**src/rtl/square_add_accum.sv**
```systemverilog
// square_add_accum
//   Turns an interleaved multi-channel signed sample stream into one energy
//   value per sample index. Each group of CH_NUM samples is squared, summed,
//   shifted right by SHIFT, saturated to 16 bits and handed downstream over a
//   valid/ready handshake together with its SRAM address.
//
// Ports
//   i_50M_clk             system clock, rising edge
//   i_rst                 asynchronous active-high reset
//   i_start               frame start pulse, honoured only when idle
//   i_valid / i_sample    input sample stream (signed 16-bit)
//   o_in_ready            sample is accepted this cycle when i_valid is high
//   o_valid / i_ready     output word handshake
//   o_square_add_data_seq saturated non-negative result
//   o_SRAM_address        sample index of the current output
//   o_frame_done          one-cycle pulse after the last handshake of a frame
//   o_busy                high whenever not idle
module square_add_accum #(
   parameter int unsigned CH_NUM    = 4,
   parameter int unsigned SHIFT     = 10,
   parameter int unsigned FRAME_LEN = 1024,
   parameter int unsigned ADDR_W    = 20
) (
   input  logic                     i_50M_clk,
   input  logic                     i_rst,
   input  logic                     i_start,
   input  logic                     i_valid,
   input  logic signed [15:0]       i_sample,
   output logic                     o_in_ready,
   output logic                     o_valid,
   input  logic                     i_ready,
   output logic signed [15:0]       o_square_add_data_seq,
   output logic [ADDR_W-1:0]        o_SRAM_address,
   output logic                     o_frame_done,
   output logic                     o_busy
);

   localparam int unsigned CntW = $clog2(CH_NUM);
   localparam int unsigned AccW = 32 + CntW;

   typedef enum logic [1:0] {StIdle, StAccum, StFlush, StHold} state_e;

   state_e              state_q;
   logic [CntW-1:0]     ch_cnt_q;
   logic [31:0]         sq_q;
   logic                sq_vld_q;
   logic                sq_last_q;
   logic                add_last_q;
   logic [AccW-1:0]     acc_q;
   logic                valid_q;
   logic [15:0]         data_q;
   logic [ADDR_W-1:0]   addr_q;
   logic                frame_done_q;

   logic signed [31:0]  prod;
   logic [AccW-1:0]     acc_shift;
   logic [15:0]         sat_data;

   // (-32768)^2 = 2^30 still fits a signed 32-bit product.
   assign prod = i_sample * i_sample;

   always_comb begin
      acc_shift = acc_q >> SHIFT;
      sat_data  = acc_shift[15:0];
      if (acc_shift > AccW'(32767)) begin
         sat_data = 16'h7fff;
      end
   end

   always_ff @(posedge i_50M_clk or posedge i_rst) begin
      if (i_rst) begin
         state_q      <= StIdle;
         ch_cnt_q     <= '0;
         sq_q         <= '0;
         sq_vld_q     <= 1'b0;
         sq_last_q    <= 1'b0;
         add_last_q   <= 1'b0;
         acc_q        <= '0;
         valid_q      <= 1'b0;
         data_q       <= '0;
         addr_q       <= '0;
         frame_done_q <= 1'b0;
      end else begin
         sq_vld_q     <= 1'b0;
         sq_last_q    <= 1'b0;
         add_last_q   <= 1'b0;
         frame_done_q <= 1'b0;

         // Second pipeline stage: fold the registered square into the sum.
         if (sq_vld_q) begin
            acc_q      <= acc_q + {{CntW{1'b0}}, sq_q};
            add_last_q <= sq_last_q;
         end

         unique case (state_q)
            StIdle: begin
               if (i_start) begin
                  state_q  <= StAccum;
                  addr_q   <= '0;
                  acc_q    <= '0;
                  ch_cnt_q <= '0;
               end
            end
            StAccum: begin
               if (i_valid) begin
                  sq_q     <= prod;
                  sq_vld_q <= 1'b1;
                  ch_cnt_q <= ch_cnt_q + 1'b1;
                  if (ch_cnt_q == CntW'(CH_NUM - 1)) begin
                     sq_last_q <= 1'b1;
                     state_q   <= StFlush;
                  end
               end
            end
            StFlush: begin
               // acc_q already holds the final product once add_last_q is set.
               if (add_last_q) begin
                  data_q  <= sat_data;
                  valid_q <= 1'b1;
                  state_q <= StHold;
               end
            end
            StHold: begin
               if (i_ready) begin
                  valid_q <= 1'b0;
                  if (addr_q == ADDR_W'(FRAME_LEN - 1)) begin
                     frame_done_q <= 1'b1;
                     addr_q       <= '0;
                     state_q      <= StIdle;
                  end else begin
                     addr_q   <= addr_q + 1'b1;
                     acc_q    <= '0;
                     ch_cnt_q <= '0;
                     state_q  <= StAccum;
                  end
               end
            end
            default: state_q <= StIdle;
         endcase
      end
   end

   assign o_in_ready            = (state_q == StAccum);
   assign o_busy                = (state_q != StIdle);
   assign o_valid               = valid_q;
   assign o_square_add_data_seq = data_q;
   assign o_SRAM_address        = addr_q;
   assign o_frame_done          = frame_done_q;

endmodule

```
**config.mk**
```make
export PLATFORM = sky130hd
export DESIGN_NAME = square_add_accum
export DESIGN_NICKNAME = d
export VERILOG_FILES = /design/src/rtl/square_add_accum.sv
export SDC_FILE = /design/constraint.sdc
export NUM_CORES = 1
export LEC_CHECK = 0
export CORE_MARGIN = 2
export CORE_UTILIZATION = 60
export DETAILED_ROUTE_END_ITERATION = 6
export PLACE_DENSITY_LB_ADDON = 0.1
export SETUP_SLACK_MARGIN = 0.4
export SLEW_MARGIN = 0
export SYNTH_ARGS = -nofsm -noshare
export SYNTH_HDL_FRONTEND = slang
export SYNTH_SLANG_ARGS = --single-unit
```
**constraint.sdc**
```tcl
create_clock -name i_50M_clk -period 9.13 [get_ports i_50M_clk]
set_clock_uncertainty 0.05 [all_clocks]
set_input_delay 1.3695 -clock i_50M_clk [delete_from_list [all_inputs] [get_ports i_50M_clk]]
set_output_delay 1.3695 -clock i_50M_clk [all_outputs]
set_load 0.1 [all_outputs]
```
Word-level counts from Yosys, hierarchy flattened

Index checks and enable logic that the tools add are counted.

Flip-flop bits (word level): 111
Latch bits: 0
Memory bits (writable): 0
Bits in read-only memories: 0
Bits of input ports: 21
Memories: 0

Add/sub/neg operators: 3
Multipliers: 1
Divide/modulo/power cells: 0
Magnitude comparators: 1
Equal/unequal tests: 11
Shifts and indexed selects: 0
Multiplexer cells: 34
Bitwise logic cells: 0
Reductions and logical operators: 11

Operator list:

| kind                                                            | count |
|---|---|
| two-way mux 34 bit                                              | 4 |
| case mux 34 bit (2 select lines)                                | 1 |
| two-way mux 20 bit                                              | 3 |
| case mux 20 bit (2 select lines)                                | 1 |
| adder 34 x 32 -> 34 bit                                         | 1 |
| multiplier 16 x 16 -> 32 bit                                    | 1 |
| greater-than comparator 24 x 15 -> 1 bit, second input constant | 1 |
| adder 20 x 1 -> 20 bit, second input constant                   | 1 |
| == test 20 x 10 -> 1 bit, second input constant                 | 1 |
| two-way mux 2 bit                                               | 9 |
| two-way mux 16 bit                                              | 1 |
| two-way mux 1 bit                                               | 12 |
| inequality test 2 bit, second input constant                    | 5 |
| AND reduction 5 bit                                             | 2 |
| case mux 2 bit (4 select lines)                                 | 1 |
| == test 2 bit, second input constant                            | 3 |
| case mux 2 bit (3 select lines)                                 | 1 |
| AND reduction 3 bit                                             | 2 |
| nonzero test 2 bit                                              | 3 |
| AND reduction 2 bit                                             | 2 |
| nonzero test 3 bit                                              | 1 |
| adder 2 x 1 -> 2 bit, second input constant                     | 1 |
| == test 2 x 1 -> 1 bit, second input constant                   | 1 |
| zero test 2 bit                                                 | 1 |
| other kinds (2)                                                 | 2 |

Longest topological paths before layout

Depth after elaboration: 5
Depth in mapped cells: 25
Mapped depth without buffers: 24

Worst setup path after synthesis

OpenSTA, ideal clock, no wires.

Path kind: input to register
Start: in i_sample[5]
End: reg sq_q[26]
Arrival time: 7.145 ns
Data required time: 8.946 ns
Path slack: 1.801 ns
Cell stages on the path: 22
Path buffers: 2
Cell sequence: clkbuf_1 -> clkbuf_1 -> nand2_1 -> fa_1 -> inv_1 -> fa_1 -> fa_1 -> fa_1 -> fa_1 -> inv_1 -> fa_1 -> inv_1 -> ha_1 -> a21o_1 -> a21o_1 -> a21oi_1 -> o21ai_1 -> a22o_1 -> a2111o_1 -> a31oi_1 -> xor2_1 -> o21ai_0

Cells in the longest elaborated chain, start to end: 1

RTL lines:

| what                         | RTL line | text |
|---|---|---|
| start, declared              | 28       | `input logic signed [15:0] i_sample,` |
| multiplier 16 x 16 -> 32 bit | 60       | `assign prod = i_sample * i_sample;` |
| end signal, assigned         | 106      | `sq_q <= prod;` |
| end, declared                | 45       | `logic [31:0] sq_q;` |

No other way between the ends.
A chain may end at the register's enable or synchronous reset.

Final worst setup path

Same ends and word-level chain as after synthesis.

==> impl_metrics.csv <==
group,metric,value,unit
outcome,status,"finished, final reports clean",
finish,synth_to_final_area_change,8.002,%
setup_path,timing.critical_path.arrival,8.07,ns
setup_path,crit_type,"input pin to flop",
synthesis,post_synth_main_area_contributors,"fa_1 31%, dfrtp_1 18%, ha_1 11%",
clock_network,h-tree-depth,3,
clock_network,tritoncts,"done",
global_routing,grtUsageMet1,0.3627,
setup_path,timing.critical_path.from_type,"input pin",
setup_path,cp.required,9.29,ns
floorplanning,io-pin-count,61,
floorplanning,dieWidth,162.4,um
sta,timing.slew.headroom,0.2936,
synthesis,ys_dominant_reg_cell,"dfrtp_1",
floorplanning,effective_utilization_at_floorplan,0.6156,
placement,dp_hpwl,25.75,mm
sta,actual_transition_at_the_worst_max_transition_pin,1.060,ns
floorplanning,floorplan.die.height,162.4,um
floorplanning,fp-row-count,57,
clock_network,worstSkewPairLatency,0.35,ns
global_routing,via_count_of_the_first_global_routing_pass,11160,
setup_path,worstPathMaxFanout,19,
sta,fmaxAchievable,126.3,MHz
clock_network,clk_pin_slew_worst_paths,0.07,ns
sta,grt_setup_unrepaired,"no",
detailed_routing,drt_wl_total,31.14,mm
synthesis,syn-num-nets,1991,
floorplanning,die_area,0.02638,mm^2
global_routing,global_route.peak_usage_layer,"met2",
setup_path,end_kind,"flop",
global_routing,grt_max_degree,59,
sta,final.setup.tns,0,ns
clock_network,cts.path.max_buffers,2,
finish,num-nets-final,2030,
synthesis,synth_edf_count,0,
global_routing,grt_overflow,0,
sta,final.setup.worst_slack,1.214,ns
worst_hold_path,worst_hold_path_type,"flop to flop",
detailed_routing,vias,10680,
detailed_routing,first_iter_violations,668,
global_routing,grt.met3_usage,0.02063,
floorplanning,area_inside_the_core_boundary,0.02446,mm^2
placement,placement.setup.worst_slack,0.8987,ns
synthesis,synth.ff_latch_count,110,
clock_network,cts-buffers-inserted,9,
global_routing,grt_util_met2,0.4184,
clock_network,cts.hold.buffers_added,0,
placement,place_congestion,0.9637,
detailed_routing,remaining_drc_errors,0,
detailed_routing,wl_per_cell,15.80,um
finish,n_diodes,0,
clock_network,cts_post_setup_buffers_inserted,0,
clock_network,cts_resized,0,
synthesis,synthDominantCellAreaShare,0.3111,
synthesis,synthesis.area_per_instance,9.388,um^2
detailed_routing,drt_pre_antenna_iters,5,
synthesis,synth_largest_area_cell,"fa_1",
sta,timing.final.crit_share,0.8671,
synthesis,seq_area_frac_synth,0.1828,
finish,layout_cells_sized_above_1,0.03825,
sta,final_hold_violations,0,
synthesis,postSynthCellCount,1604,
global_routing,grtUsageTotal,0.2512,
global_routing,first_pass_grt_wire_length,53.45,mm
finish,final_util,0.6648,
synthesis,netlist_area,0.01506,mm^2
sta,final_slew_violations,0,
job,cap_violations,0,
synthesis,synth_async_sr_flop_share,1.000,
synthesis,synthDistinctLibCells,73,
placement,port_buffers,60,
clock_network,clock_tree.root_cell,"clkbuf_16",
detailed_routing,antenna_left,0,
sta,final_critical_period,7.916,ns
synthesis,ys_warn_count,0,
detailed_routing,avgViaCountPerCell,5.420,
clock_network,clock_sink_count,110,
global_routing,grt_antenna_before_repair,0,
sta,finalSetupViolCount,0,
cells in the final DEF, fill, tap and decap left out, types with 15 or more instances in the layout:
cell type and n:
xnor2_1 50, o22a_1 15, a21o_1 22, and2_1 37
nand2_1 143, a21oi_1 51, o21ai_0 57, clkdlybuf4s50_1 60
ha_1 132, nand2b_1 17, mux2i_1 23, nor2_1 111
xor2_1 31, inv_1 342, fa_1 234, dfrtp_1 109
Yosys cell counts, drive strengths merged, types with 2 or more instances:
library cell,number
xnor2,50
o41ai,3
nand4,14
or4,2
a211o,4
buf,6
mux2i,23
clkbuf,36
o31ai,5
nand2b,17
nand2,145
nand3,14
or3,9
o311ai,2
a31o,7
nor4,4
dfrtp,110
o21ai,64
and2,38
a22o,3
o21a,10
o22ai,6
nor2b,8
or2,3
and3,10
xor2,31
mux2,5
nor3,14
inv,344
a211oi,12
nor3b,2
fa,234
a21o,22
ha,132
a31oi,13
nor2,113
o22a,15
a2111o,2
a21oi,52
a41oi,2
o21bai,6
worst max-delay path, cell delays in order:
cell and delay, ns:
clkdlybuf4s50_1 1.00, nand2_1 0.26, fa_1 0.57, inv_1 0.05
fa_1 0.48, fa_1 0.52, fa_1 0.55, fa_1 0.56
inv_1 0.06, fa_1 0.52, inv_1 0.04, ha_1 0.34
a21o_1 0.20, a21o_1 0.16, a21oi_1 0.19, o21ai_1 0.12
a22o_1 0.21, a2111o_1 0.43, a31oi_1 0.21, xor2_1 0.15
o21ai_0 0.08
flip-flops by register name, indices dropped and copies added (netlist names):
| name | flops |
|---|---|
| ch_cnt_q | 2 |
| o_valid | 1 |
| add_last_q | 1 |
| state_q | 2 |
| acc_q | 34 |
| o_SRAM_address | 20 |
| sq_last_q | 1 |
| o_frame_done | 1 |
| sq_vld_q | 1 |
| o_square_add_data_seq | 16 |
| sq_q | 31 |
layer usage:
metal,vias up,part of all wire
met4,0,0.016
met3,34,0.037
met1,5281,0.49
met5,-,0
li1,5143,-
met2,225,0.46
through the flow:
step	hold slack, ns	instances	instance area, um^2
CTS	0.4175	1971	16260
detailed placement	0.3974	1956	15970
floorplan	0.3837	1604	15060
global route	0.4347	1971	16260
finish	0.4116	1971	16260
global placement	0.3917	1956	15970
logic make-up after synthesis:
group / synth area share
simple gates: 0.1201
buf+inv: 0.09746
fa+ha+maj: 0.4208
compound gates: 0.1127
flops: 0.1828
xor+xnor: 0.04711
mux: 0.01903
final cells by class:
class | instances | area [um^2]
inverters | 344 | 1294
repair buffers | 70 | 675.6
clock inverters | 3 | 45.04
clock buffers | 12 | 246.5
flip-flops and latches | 110 | 2754
fillers | 2028 | 8199
well taps | 324 | 405.4
multi-input cells | 1108 | 10840
final timing paths:
check / startpoint / endpoint / slack (ns) / depth (start not counted)
min: sq_last_q$_DFF_PP0_ / add_last_q$_DFF_PP0_ / 0.41 / 1
max: i_sample[5] / sq_q[26]$_DFFE_PP0P_ / 1.21 / 21
max reg2reg: sq_q[0]$_DFFE_PP0P_ / acc_q[22]$_DFF_PP0_ / 6.18 / 11
min reg2reg: sq_last_q$_DFF_PP0_ / add_last_q$_DFF_PP0_ / 0.41 / 1
min in group asynchronous: i_rst / acc_q[8]$_DFF_PP0_ / 1.40 / 2
max in group asynchronous: i_rst / ch_cnt_q[1]$_DFFE_PP0P_ / 6.43 / 3
Power is not shown: default switching activity piles up to over one toggle a cycle in this logic, so the estimate is an artifact.
